File: src/rtl/reward_pack.sv
// reward_pack: chooses the next outgoing packet for the node (HB ripple,
// INV ripple, MR, Data/SOS forward, CH INV, CHT or own Data), packs it from
// own-node, kCH and neighbour fields and offers it to the transmitter over a
// valid/ready handshake. Also owns the HB lock and the cluster-formation timer.
// Optional build macro: REWARD_HOLD_ABORT_EN -- drop a packet the transmitter
// leaves waiting for HOLD_LIMIT+1 cycles and queue it again for a retry.
module reward_pack #(
    parameter int WORD_WIDTH  = 16,
    parameter int MAX_CH_HOPS = 4,
    parameter int MR_TIMEOUT  = 15,
    parameter int CHT_TIMEOUT = 31,
    parameter int TIMER_WIDTH = 16,
    parameter int HOLD_LIMIT  = 63
) (
    input  logic                  clk,
    input  logic                  nrst,
    input  logic                  en,
    input  logic [2:0]            fPacketType,
    input  logic                  iAmDestination,
    input  logic                  role,
    input  logic                  cf_start,
    input  logic                  ch_inv_req,
    input  logic                  iAmSender,
    input  logic [WORD_WIDTH-1:0] myNodeID,
    input  logic [WORD_WIDTH-1:0] hopsFromSink,
    input  logic [WORD_WIDTH-1:0] myQValue,
    input  logic [WORD_WIDTH-1:0] myEnergy,
    input  logic [WORD_WIDTH-1:0] chosenCH,
    input  logic [WORD_WIDTH-1:0] hopsFromCH,
    input  logic [WORD_WIDTH-1:0] mNodeID,
    input  logic [WORD_WIDTH-1:0] mNodeCHHops,
    input  logic [WORD_WIDTH-1:0] nextHopID,
    input  logic                  pkt_ready,
    output logic                  pkt_valid,
    output logic [WORD_WIDTH-1:0] rSourceID,
    output logic [WORD_WIDTH-1:0] rEnergyLeft,
    output logic [WORD_WIDTH-1:0] rQValue,
    output logic [WORD_WIDTH-1:0] rSourceHops,
    output logic [WORD_WIDTH-1:0] rDestinationID,
    output logic [WORD_WIDTH-1:0] rChosenCH,
    output logic [WORD_WIDTH-1:0] rHopsFromCH,
    output logic [2:0]            rPacketType,
    output logic                  reward_done,
    output logic                  busy
);

    localparam logic [2:0] PT_HB   = 3'b000;
    localparam logic [2:0] PT_INV  = 3'b010;
    localparam logic [2:0] PT_MR   = 3'b011;
    localparam logic [2:0] PT_CHT  = 3'b100;
    localparam logic [2:0] PT_DATA = 3'b101;
    localparam logic [2:0] PT_SOS  = 3'b110;
    localparam logic [2:0] PT_NONE = 3'b111;

    localparam logic [WORD_WIDTH-1:0]  BCAST    = '1;
    localparam logic [WORD_WIDTH-1:0]  MAX_HOPS = WORD_WIDTH'(MAX_CH_HOPS);
    localparam logic [TIMER_WIDTH-1:0] MR_LOAD  = TIMER_WIDTH'(MR_TIMEOUT);
    localparam logic [TIMER_WIDTH-1:0] CHT_LOAD = TIMER_WIDTH'(CHT_TIMEOUT);
    localparam logic [TIMER_WIDTH-1:0] TMR_ONE  = TIMER_WIDTH'(1);

    typedef enum logic [2:0] {
        S_IDLE, S_SELECT, S_PACK, S_HOLD, S_DONE
    } state_t;

    // Request sources; the encoding doubles as the pending-flag bit index and
    // lower index means higher priority.
    typedef enum logic [2:0] {
        SRC_HB    = 3'd0,
        SRC_INV   = 3'd1,
        SRC_CHT   = 3'd2,
        SRC_MR    = 3'd3,
        SRC_CHINV = 3'd4,
        SRC_FWD   = 3'd5,
        SRC_OWN   = 3'd6
    } src_t;

    state_t                  state, state_nxt;
    src_t                    sel_q, pick;
    logic [6:0]              pend, set_vec, clr_vec;
    logic [TIMER_WIDTH-1:0]  tmr;
    logic                    armed, tmr_expire;
    logic                    hb_lock;
    logic                    cap_hb, cap_inv, cap_fwd, cap_chinv;
    logic                    hold_abort;
    logic [WORD_WIDTH-1:0]   inv_hops;
    logic [2:0]              fwd_type;
    logic                    unused_inputs;

    // The received source ID is not carried into any packet this stage builds.
    assign unused_inputs = ^mNodeID;

    // Hop count carried by a rippled INV; the caller guarantees no overflow.
    function automatic logic [WORD_WIDTH-1:0] hop_inc(input logic [WORD_WIDTH-1:0] h);
        return h + WORD_WIDTH'(1);
    endfunction

    // Fixed-priority pick of the highest pending request.
    function automatic src_t pick_src(input logic [6:0] p);
        if (p[SRC_HB])         return SRC_HB;
        else if (p[SRC_INV])   return SRC_INV;
        else if (p[SRC_CHT])   return SRC_CHT;
        else if (p[SRC_MR])    return SRC_MR;
        else if (p[SRC_CHINV]) return SRC_CHINV;
        else if (p[SRC_FWD])   return SRC_FWD;
        else                   return SRC_OWN;
    endfunction

    assign cap_hb     = en && (fPacketType == PT_HB) && !hb_lock;
    assign cap_inv    = en && (fPacketType == PT_INV) && (mNodeCHHops < MAX_HOPS);
    assign cap_fwd    = en && ((fPacketType == PT_DATA) || (fPacketType == PT_SOS)) && iAmDestination;
    assign cap_chinv  = ch_inv_req && role;
    assign tmr_expire = armed && !cf_start && (tmr == TMR_ONE);
    assign pick       = pick_src(pend);

`ifdef REWARD_HOLD_ABORT_EN
    logic [TIMER_WIDTH-1:0] hold_cnt;

    assign hold_abort = (state == S_HOLD) && !pkt_ready &&
                        (hold_cnt == TIMER_WIDTH'(HOLD_LIMIT));

    // Counts cycles spent waiting in S_HOLD; restarts for every packet.
    always_ff @(posedge clk) begin
        if (!nrst)
            hold_cnt <= '0;
        else if (state == S_HOLD)
            hold_cnt <= hold_cnt + TIMER_WIDTH'(1);
        else
            hold_cnt <= '0;
    end
`else
    logic unused_hold_limit;

    assign hold_abort        = 1'b0;
    assign unused_hold_limit = (HOLD_LIMIT != 0);
`endif

    // Build the per-cycle set and clear masks for the pending flags.
    always_comb begin
        set_vec            = '0;
        set_vec[SRC_HB]    = cap_hb;
        set_vec[SRC_INV]   = cap_inv;
        set_vec[SRC_CHT]   = tmr_expire && role;
        set_vec[SRC_MR]    = tmr_expire && !role;
        set_vec[SRC_CHINV] = cap_chinv;
        set_vec[SRC_FWD]   = cap_fwd;
        set_vec[SRC_OWN]   = iAmSender;
        if (hold_abort)
            set_vec = set_vec | (7'(1) << sel_q);
        clr_vec = '0;
        if (state == S_SELECT)
            clr_vec = 7'(1) << pick;
    end

    // Sticky pending flags; a new request in the select cycle wins over the clear.
    always_ff @(posedge clk) begin
        if (!nrst)
            pend <= '0;
        else
            pend <= (pend & ~clr_vec) | set_vec;
    end

    // Per-request data that must survive until the packet is packed.
    always_ff @(posedge clk) begin
        if (cap_inv)
            inv_hops <= mNodeCHHops;
        if (cap_fwd)
            fwd_type <= fPacketType;
    end

    // Cluster-formation timeout: load on cf_start, count down, flag on 1 -> 0.
    always_ff @(posedge clk) begin
        if (!nrst) begin
            tmr   <= '0;
            armed <= 1'b0;
        end else if (cf_start) begin
            tmr   <= role ? CHT_LOAD : MR_LOAD;
            armed <= 1'b1;
        end else if (armed) begin
            if (tmr != '0)
                tmr <= tmr - TMR_ONE;
            if (tmr <= TMR_ONE)
                armed <= 1'b0;
        end
    end

    // HB lock: one HB ripple per Data epoch.
    always_ff @(posedge clk) begin
        if (!nrst)
            hb_lock <= 1'b0;
        else if ((state == S_HOLD) && pkt_ready && (sel_q == SRC_HB))
            hb_lock <= 1'b1;
        else if (en && (fPacketType == PT_DATA))
            hb_lock <= 1'b0;
    end

    // FSM state register and the request chosen in S_SELECT.
    always_ff @(posedge clk) begin
        if (!nrst) begin
            state <= S_IDLE;
            sel_q <= SRC_HB;
        end else begin
            state <= state_nxt;
            if (state == S_SELECT)
                sel_q <= pick;
        end
    end

    // FSM next state and handshake outputs.
    always_comb begin
        state_nxt   = state;
        pkt_valid   = 1'b0;
        reward_done = 1'b0;
        busy        = (state != S_IDLE);
        case (state)
            S_IDLE:   if (|pend) state_nxt = S_SELECT;
            S_SELECT: state_nxt = S_PACK;
            S_PACK:   state_nxt = S_HOLD;
            S_HOLD: begin
                pkt_valid = 1'b1;
                if (pkt_ready || hold_abort)
                    state_nxt = S_DONE;
            end
            S_DONE: begin
                reward_done = 1'b1;
                state_nxt   = S_IDLE;
            end
            default:  state_nxt = S_IDLE;
        endcase
    end

    // Packet fields are registered in S_PACK and held through S_HOLD.
    always_ff @(posedge clk) begin
        if (!nrst) begin
            rSourceID      <= '0;
            rEnergyLeft    <= '0;
            rQValue        <= '0;
            rSourceHops    <= '0;
            rDestinationID <= '0;
            rChosenCH      <= '0;
            rHopsFromCH    <= '0;
            rPacketType    <= PT_NONE;
        end else if (state == S_PACK) begin
            rSourceID      <= myNodeID;
            rEnergyLeft    <= myEnergy;
            rQValue        <= myQValue;
            rSourceHops    <= hopsFromSink;
            rDestinationID <= BCAST;
            rChosenCH      <= '0;
            rHopsFromCH    <= '0;
            case (sel_q)
                SRC_HB: rPacketType <= PT_HB;
                SRC_INV: begin
                    rPacketType <= PT_INV;
                    rChosenCH   <= chosenCH;
                    rHopsFromCH <= hop_inc(inv_hops);
                end
                SRC_CHT: begin
                    rPacketType <= PT_CHT;
                    rChosenCH   <= myNodeID;
                end
                SRC_MR: begin
                    rPacketType    <= PT_MR;
                    rDestinationID <= chosenCH;
                    rHopsFromCH    <= hopsFromCH;
                end
                SRC_CHINV: begin
                    rPacketType <= PT_INV;
                    rChosenCH   <= myNodeID;
                end
                SRC_FWD: begin
                    rPacketType    <= fwd_type;
                    rDestinationID <= nextHopID;
                end
                SRC_OWN: begin
                    rPacketType    <= PT_DATA;
                    rDestinationID <= nextHopID;
                end
                default: rPacketType <= PT_NONE;
            endcase
        end
    end

endmodule

File: config.mk
export PLATFORM = sky130hd
export DESIGN_NAME = reward_pack
export DESIGN_NICKNAME = d
export VERILOG_FILES = /design/src/rtl/reward_pack.sv
export SDC_FILE = /design/constraint.sdc
export NUM_CORES = 1
export LEC_CHECK = 0
export ABC_AREA = 1
export BUFFER_PORTS_ARGS = -buffer_cell sky130_fd_sc_hd__buf_2
export CAP_MARGIN = 20
export CORE_MARGIN = 4
export CORE_UTILIZATION = 31
export DETAILED_ROUTE_END_ITERATION = 8
export PLACE_DENSITY = 0.57
export SKIP_CTS_REPAIR_TIMING = 1
export SYNTH_ARGS = -nofsm -noshare
export SYNTH_HDL_FRONTEND = slang
export SYNTH_SLANG_ARGS = --single-unit
File: constraint.sdc
create_clock -name clk -period 4.3 [get_ports clk]
set_input_delay 0.43 -clock clk [delete_from_list [all_inputs] [get_ports clk]]
set_output_delay 0.43 -clock clk [all_outputs]
set_load 0.01 [all_outputs]
==> results of run 1 <==
## per-layer routing
layer  share of wire, %  vias to the layer above  global-route usage, %
met5                  0                        -                      0
met4                1.7                        0                   4.65
met3                5.9                       23                   4.67
met2                 47                      216                   29.5
met1                 46                     3271                   23.0
li1                   -                     3633                      -
## cells by family after synthesis
logic type	synth area share, %
buffers and inverters	7.46
adder cells (fa/ha/maj)	0.700
AND/OR/NAND/NOR	27.1
AO/OA/AOI/OAI	15.6
flip-flops	48.9
XOR/XNOR	0.245
## path summary, 6_finish.rpt
| check | startpoint | cells past startpoint | to | slack [ns] |
|---|---|---|---|---|
| setup / recovery | state[2]$_SDFFE_PN0P_ | 9 | rChosenCH[7]$_SDFFE_PN0P_ | 1.65 |
| hold / removal | mNodeCHHops[0] | 1 | inv_hops[0]$_DFFE_PP_ | 0.18 |
| setup reg to reg | state[2]$_SDFFE_PN0P_ | 9 | rChosenCH[7]$_SDFFE_PN0P_ | 1.65 |
| hold reg to reg | rSourceID[11]$_SDFFE_PN0P_ | 2 | rSourceID[11]$_SDFFE_PN0P_ | 0.46 |
## placed cells by master (no fill, tap or decap), types with 2 or more instances in the layout
| master | synthesis | routed |
|---|---|---|
| buf_4 | 4 | 5 |
| buf_2 | 20 | 257 |
| o21ai_0 | 94 | 94 |
| nor3_1 | 10 | 9 |
| edfxtp_1 | 19 | 19 |
| nand2_2 | 2 | 2 |
| bufinv_16 | 0 | 3 |
| nand2_1 | 233 | 233 |
| nand4_1 | 13 | 13 |
| inv_6 | 0 | 8 |
| clkinv_2 | 1 | 3 |
| xnor2_1 | 2 | 2 |
| nand3b_1 | 2 | 2 |
| o21bai_1 | 3 | 3 |
| nor2_4 | 4 | 4 |
| inv_1 | 75 | 75 |
| a21oi_1 | 56 | 56 |
| or2_2 | 3 | 3 |
| nand3_1 | 34 | 34 |
| nor2_2 | 3 | 3 |
| a31oi_1 | 23 | 23 |
| ha_1 | 4 | 4 |
| nand2_4 | 2 | 2 |
| nor2_1 | 157 | 157 |
| dfxtp_1 | 146 | 146 |
| nor4_1 | 2 | 2 |
| a31o_2 | 2 | 2 |
| o211ai_1 | 16 | 16 |
| clkbuf_16 | 0 | 17 |
| inv_2 | 6 | 5 |
| o21ai_1 | 5 | 5 |
## area by class of cell
| cell class | instances | area share [%] |
|---|---|---|
| multi-input combinational | 677 | 33.9 |
| sequential | 165 | 37.8 |
| timing repair buffer | 262 | 14.3 |
| inverter | 83 | 3.40 |
| clock buffer | 18 | 4.76 |
| tap | 285 | 3.86 |
| clock inverter | 14 | 1.95 |
## where the power goes
| group | leakage (nW) | internal, W | switching, W |
|---|---|---|---|
| clock network | 0.308 | 0.000947 | 0.000693 |
| logic | 2.75 | 0.000301 | 0.000539 |
| registers | 1.36 | 0.00172 | 0.0000881 |
## cell usage after synthesis (all sizes together) (2+ instances only)
cell    instances  share of area [%]
a21oi          56                3.9
a31o            2               0.25
a31oi          23                2.0
buf            26                2.1
clkbuf         18               0.94
clkinv          2               0.12
dfxtp         146                 41
edfxtp         19                8.0
ha              4               0.70
inv            81                4.3
nand2         237                 13
nand3          34                2.4
nand3b          2               0.21
nand4          13                1.1
nor2          165                9.4
nor3           10               0.70
nor4            2               0.17
o211ai         16                1.7
o21ai         100                7.1
o21bai          3               0.31
or2             3               0.26
xnor2           2               0.25
## flip-flops by register name, indices dropped and copies added, names as in the netlist
name            flops
rDestinationID     16
rQValue            16
hb_lock             1
rHopsFromCH        16
rSourceID          16
rSourceHops        16
rEnergyLeft        16
pend                7
rChosenCH          16
armed               1
state               3
fwd_type            3
sel_q               3
inv_hops           16
tmr                16
rPacketType         3
## metrics by stage
stage	total power (W)	cell area [um2]	util [%]	std cells
floorplan	0.00234	7150	-	969
global placement	0.00268	8620	38.1	1472
detailed placement	0.00269	8620	38.1	1472
CTS	0.00435	9240	40.8	1504
global route	0.00452	9240	40.8	1504
finish	0.00429	9240	40.8	1504
## worst reg2reg max path: stages (launching register included)
cell,delay [ns]
dfxtp_1,0.33
nor2_1,0.16
inv_2,0.09
nor2_8,0.49
clkinv_2,0.58
buf_4,0.52
nand2_1,0.16
o211ai_1,0.10
nand2_1,0.09
inv_1,0.04
==> run summary, run 1 <==
* **Synth Area per Inst** 7.38 um2
* **total global-route track usage** 17.8%
* **result of the run** complete, no violations
* **largest net degree at the start of global routing** 73
* **CP max stage cell** clkinv_2
* **Setup TNS Final** 0 ns
* **Longest Clk Path Bufs** 2
* **number of global-route vias before repair** 6719
* **arrival time worst endpoint** 2.98 ns
* **area of the multi-input gates** 3130 um2
* **share of the yosys chip area belonging to registers** 48.9%
* **slowest stage delay, CP** 0.57 ns
* **maximum resistive drop on vdd** 237 uV
* **Post-DP HPWL** 17100 um
* **Reg clk slew, reported paths** 0.07 ns
* **DIE HEIGHT** 160 um
* **period utilization** 61.7%
* **number of iterations in the first detailed-routing pass** 4
* **WP buf/inv** 4
* **minimum clock period after layout** 2.65 ns
* **synthesized net count** 1129
* **Distinct cells, synth** 38
* **Netlist Area Pre-Place** 7150 um2
* **number of top-level design ports** 274
* **count of H-tree levels built during CTS** 4
* **setup repair after global routing missed its margin** false
* **Gate Count Post-Synth** 969
* **initial standard-cell utilization of the core** 31.6%
* **share of async-settable or async-resettable flops after synthesis** 0%
* **kind of cell adding the most delay to the critical path** buffers and inverters
* **die width** 160 um
* **Worst Setup Start Kind** flip-flop
* **hold violation total from the final report** 0
* **HP Class** in2reg
* **leading register cell type out of synthesis** dfxtp_1
* **overflow left after global routing** 0
* **# port buffers** 257
* **Fin Hold WS** 0.184 ns
* **Clock Skews** 0.0150 ns
* **cells traversed along the worst timing path** nor2_1 > inv_2 > nor2_8 > clkinv_2 > buf_4 > nand2_1 > o211ai_1 > nand2_1 > inv_1
* **critical path's most frequent cell** nand2_1
* **die area** 25600 um2
* **share of cells above drive strength 1** 26.3%
* **Vias/cell** 4.75
* **fmax** 0.377 GHz
* **clk sinks** 165
* **CP required** 4.63 ns
* **antenna violations before repair** 0
* **highest fanout seen on the critical path** 59
* **Final #Nets** 1366
* **Post-synth EDFFs** 19
* **antenna violation net count after detailed routing** 0
* **total of fill cells in the finished design** 2413
* **number of pins with negative max-slew slack in the final report** 0
* **Worst Setup Path Type** reg2reg
* **layout overhead on the synthesized area** 29.2%
* **post-placement worst setup slack** 1.58 ns
* **Placement Rows** 55
* **post-route worst setup slack** 1.65 ns
* **flip-flop and latch count after synthesis** 165
* **crit path capture type** flip-flop
* **Rel. slew slack** 41.1%
* **antenna diode count** 0
* **TritonCTS clock tree** built
* **measured slew at the worst slew-check pin** 0.883 ns
* **number of CTS-inserted buffers** 17
* **DRC** 0
* **clock tree root driver cell** clkbuf_16
* **RD Place Congestion** 0.850
* **core area** 22600 um2
* **Leakage Power** 4.42 nW
* **clock latency of the later-clocked register in the worst-skew pair** 0.43 ns
* **first-pass GRT wire length** 36500 um
* **Max-Cap Viols** 0
* **Power Dens Cells** 465 nW/um2
* **via count** 7143
* **drt initial violations** 475
* **final routed wirelength across all metal layers** 23600 um
* **final setup fails** 0
* **count of yosys warnings during synthesis** 0
* **Reg area** 3490 um2
* **average wire per standard cell** 15.7 um
(Power assumes the default switching activity.)
==> inputs of run 2 (changes only) <==
--- a/config.mk
+++ b/config.mk
@@ -11,7 +11,7 @@
 export CORE_MARGIN = 4
 export CORE_UTILIZATION = 31
 export DETAILED_ROUTE_END_ITERATION = 8
-export PLACE_DENSITY = 0.57
+export PLACE_DENSITY = 0.59
 export SKIP_CTS_REPAIR_TIMING = 1
 export SYNTH_ARGS = -nofsm -noshare
 export SYNTH_HDL_FRONTEND = slang
==> constraint.sdc (replaced) <==
create_clock -name clk -period 2.15 [get_ports clk]
set_input_delay 0.215 -clock clk [delete_from_list [all_inputs] [get_ports clk]]
set_output_delay 0.215 -clock clk [all_outputs]
set_load 0.01 [all_outputs]
==> run 2 against run 1 <==
Hold slack worse by 0.17 ns. Sequential share of layout area is 0.84 points lower. Clock skew is 0.0061 ns lower. Global-route usage is 0.33 points lower. Routed wire length is 1.8% lower. Setup slack worse by 1.4 ns. Register-to-register slack worse by 1.2 ns. Critical path depth is 6 lower. Largest cell class unchanged. Largest power group unchanged.
==> run summary, run 2 (synthesized netlist as in run 1, its figures left out) <==
* **antenna diode count** 0, unchanged
* **# port buffers** 257, unchanged
* **TritonCTS clock tree** built
* **Setup TNS Final** 0 ns, unchanged
* **via count** 7147, +0.056%
* **maximum resistive drop on vdd** 457 uV, +93%
* **met1 wire length** 10500 um, -2.6%
* **crit path launch** state[1]$_SDFFE_PN0P_
* **period utilization** 88.2%
* **arrival time worst endpoint** 1.68 ns, -1.30 ns
* **Final #Nets** 1394, +2.0%
* **CP required** 1.93 ns, -2.70 ns
* **Layout Cells excl Fill** 1532, +1.9%
* **Highest Signal Layer** met5
* **initial standard-cell utilization of the core** 31.6%, unchanged
* **Placement Rows** 55, unchanged
* **measured slew at the worst slew-check pin** 0.624 ns, -0.260 ns
* **result of the run** complete, no violations
* **DIE HEIGHT** 160 um, unchanged
* **total length of routed met2 wires** 11100 um, +0.62%
* **number of pins with negative max-slew slack in the final report** 0, unchanged
* **Worst Setup Start Kind** flip-flop
* **core area** 22600 um2, unchanged
* **Max-Cap Viols** 0, unchanged
* **final setup fails** 0, unchanged
* **Power Dens Cells** 875 nW/um2, +88%
* **WP buf/inv** 2, -2
* **share of cells above drive strength 1** 26.5%, +0.21 points
* **worst hold path startpoint** myQValue[5]
* **Leakage Power** 4.51 nW, +2.1%
* **post-route worst setup slack** 0.255 ns, -1.39 ns
* **Post-DP HPWL** 17200 um, +0.79%
* **commonest cells after routing, fill and taps aside** 257 x buf_2, 233 x nand2_1, 157 x nor2_1, 146 x dfxtp_1, 94 x o21ai_0
* **number of CTS-inserted buffers** 17, unchanged
* **cells traversed along the worst timing path** inv_1 > nor3_1 > buf_2
* **Reg clk slew, reported paths** 0.07 ns, about the same
* **most common cell after layout, fill and taps aside** buf_2
* **die area** 25600 um2, unchanged
* **Vias/cell** 4.67, -1.8%
* **Reg area** 3490 um2, unchanged
* **DRC** 0, unchanged
* **highest fanout seen on the critical path** 4, -93%
* **die width** 160 um, unchanged
* **number of global-route vias before repair** 6516, -3.0%
* **R2R Path Start** tmr[0]$_SDFFE_PN0P_
* **clock latency of the later-clocked register in the worst-skew pair** 0.43 ns, about the same
* **count of H-tree levels built during CTS** 4, unchanged
* **average wire per standard cell** 15.1 um, -3.6%
* **clock tree root driver cell** clkbuf_16
* **final routed wirelength across all metal layers** 23200 um, -1.8%
* **RD Place Congestion** 0.853, +0.36%
* **clk sinks** 165, unchanged
* **drt initial violations** 444, -6.5%
* **first-pass GRT wire length** 35900 um, -1.7%
* **largest net degree at the start of global routing** 62, -15%
* **HP Class** in2reg
* **CP max stage cell** nor3_1
* **antenna violation net count after detailed routing** 0, unchanged
* **Routed met3 length** 1390 um, -0.22%
* **Rel. slew slack** 58.1%, +17 points
* **total of fill cells in the finished design** 2370, -1.8%
* **antenna violations before repair** 1, +1
* **minimum clock period after layout** 1.90 ns
* **Clock Skews** 0.00881 ns, -0.00615 ns
* **kind of cell adding the most delay to the critical path** simple AND/OR/NAND/NOR gates
* **Worst Setup Path Type** reg2out
* **crit path capture type** output port
* **Cell Count Post-Placement** 1482, +0.68%
* **number of top-level design ports** 274, unchanged
* **hold violation total from the final report** 0, unchanged
* **slowest stage delay, CP** 0.51 ns, -0.06 ns
* **layout overhead on the synthesized area** 32.1%
* **Longest Clk Path Bufs** 2, unchanged
* **fin util** 41.7%, +0.93 points
* **number of iterations in the first detailed-routing pass** 4, unchanged
* **area of the multi-input gates** 3130 um2, unchanged
* **setup repair after global routing missed its margin** false
* **overflow left after global routing** 0, unchanged
* **fmax** 0.528 GHz
* **post-placement worst setup slack** 0.430 ns, -1.15 ns
* **total global-route track usage** 17.4%, -0.33 points
## run 2: cell types whose count changed in the layout (fill, tap and decap cells not counted)
cell,previous run,this run
buf_4,5,13
buf_12,0,2
inv_4,1,0
clkinvlp_4,0,3
bufinv_16,3,0
dlygate4sd3_1,0,18
inv_2,5,6
## run 2: layer usage
metal | vias to the layer above | global-route usage [%]
li1 | 3699 | -
met1 | 3225 | 23.1
met2 | 208 | 28.9
met3 | 13 | 4.03
met4 | 2 | 4.26
met5 | - | 0
## run 2: final cells by class
| cell class | instances | share of cell area, % |
|---|---|---|
| clock inverters | 14 | 1.18 |
| repair buffers | 290 | 17.0 |
| flip-flops and latches | 165 | 37.0 |
| well taps | 285 | 3.78 |
| clock buffers | 18 | 4.65 |
| multi-input cells | 677 | 33.1 |
| inverters | 83 | 3.31 |
## run 2: through the flow
step	area, um2	hold slack (ns)	power, W
2_1_floorplan	7150	0.314	0.00468
3_3_place_gp	8710	0.397	0.00540
3_5_place_dp	8710	0.401	0.00542
4_1_cts	9270	-0.0523	0.00835
5_1_grt	9450	0.000135	0.00875
6_report	9450	0.00971	0.00827
## run 2: worst register-to-register path: stages (launching register included)
cell	delay, ns
dfxtp_1	0.40
inv_1	0.12
ha_1	0.21
nand2_1	0.07
nor2_2	0.05
a21oi_1	0.49
nand4_1	0.16
a21oi_1	0.16
## run 2: report_power, final
group | internal (W) | switching (W)
registers | 0.00345 | 0.000173
logic | 0.000664 | 0.00109
clock network | 0.00154 | 0.00136
## run 2: worst paths after layout
| path | cells past startpoint | slack, ns | to |
|---|---|---|---|
| worst max-delay path | 3 | 0.25 | pkt_valid |
| worst min register to register | 2 | 0.46 | rSourceID[14]$_SDFFE_PN0P_ |
| worst max register to register | 7 | 0.43 | tmr[14]$_SDFFE_PN0P_ |
| worst min-delay path | 3 | 0.01 | rQValue[5]$_SDFFE_PN0P_ |
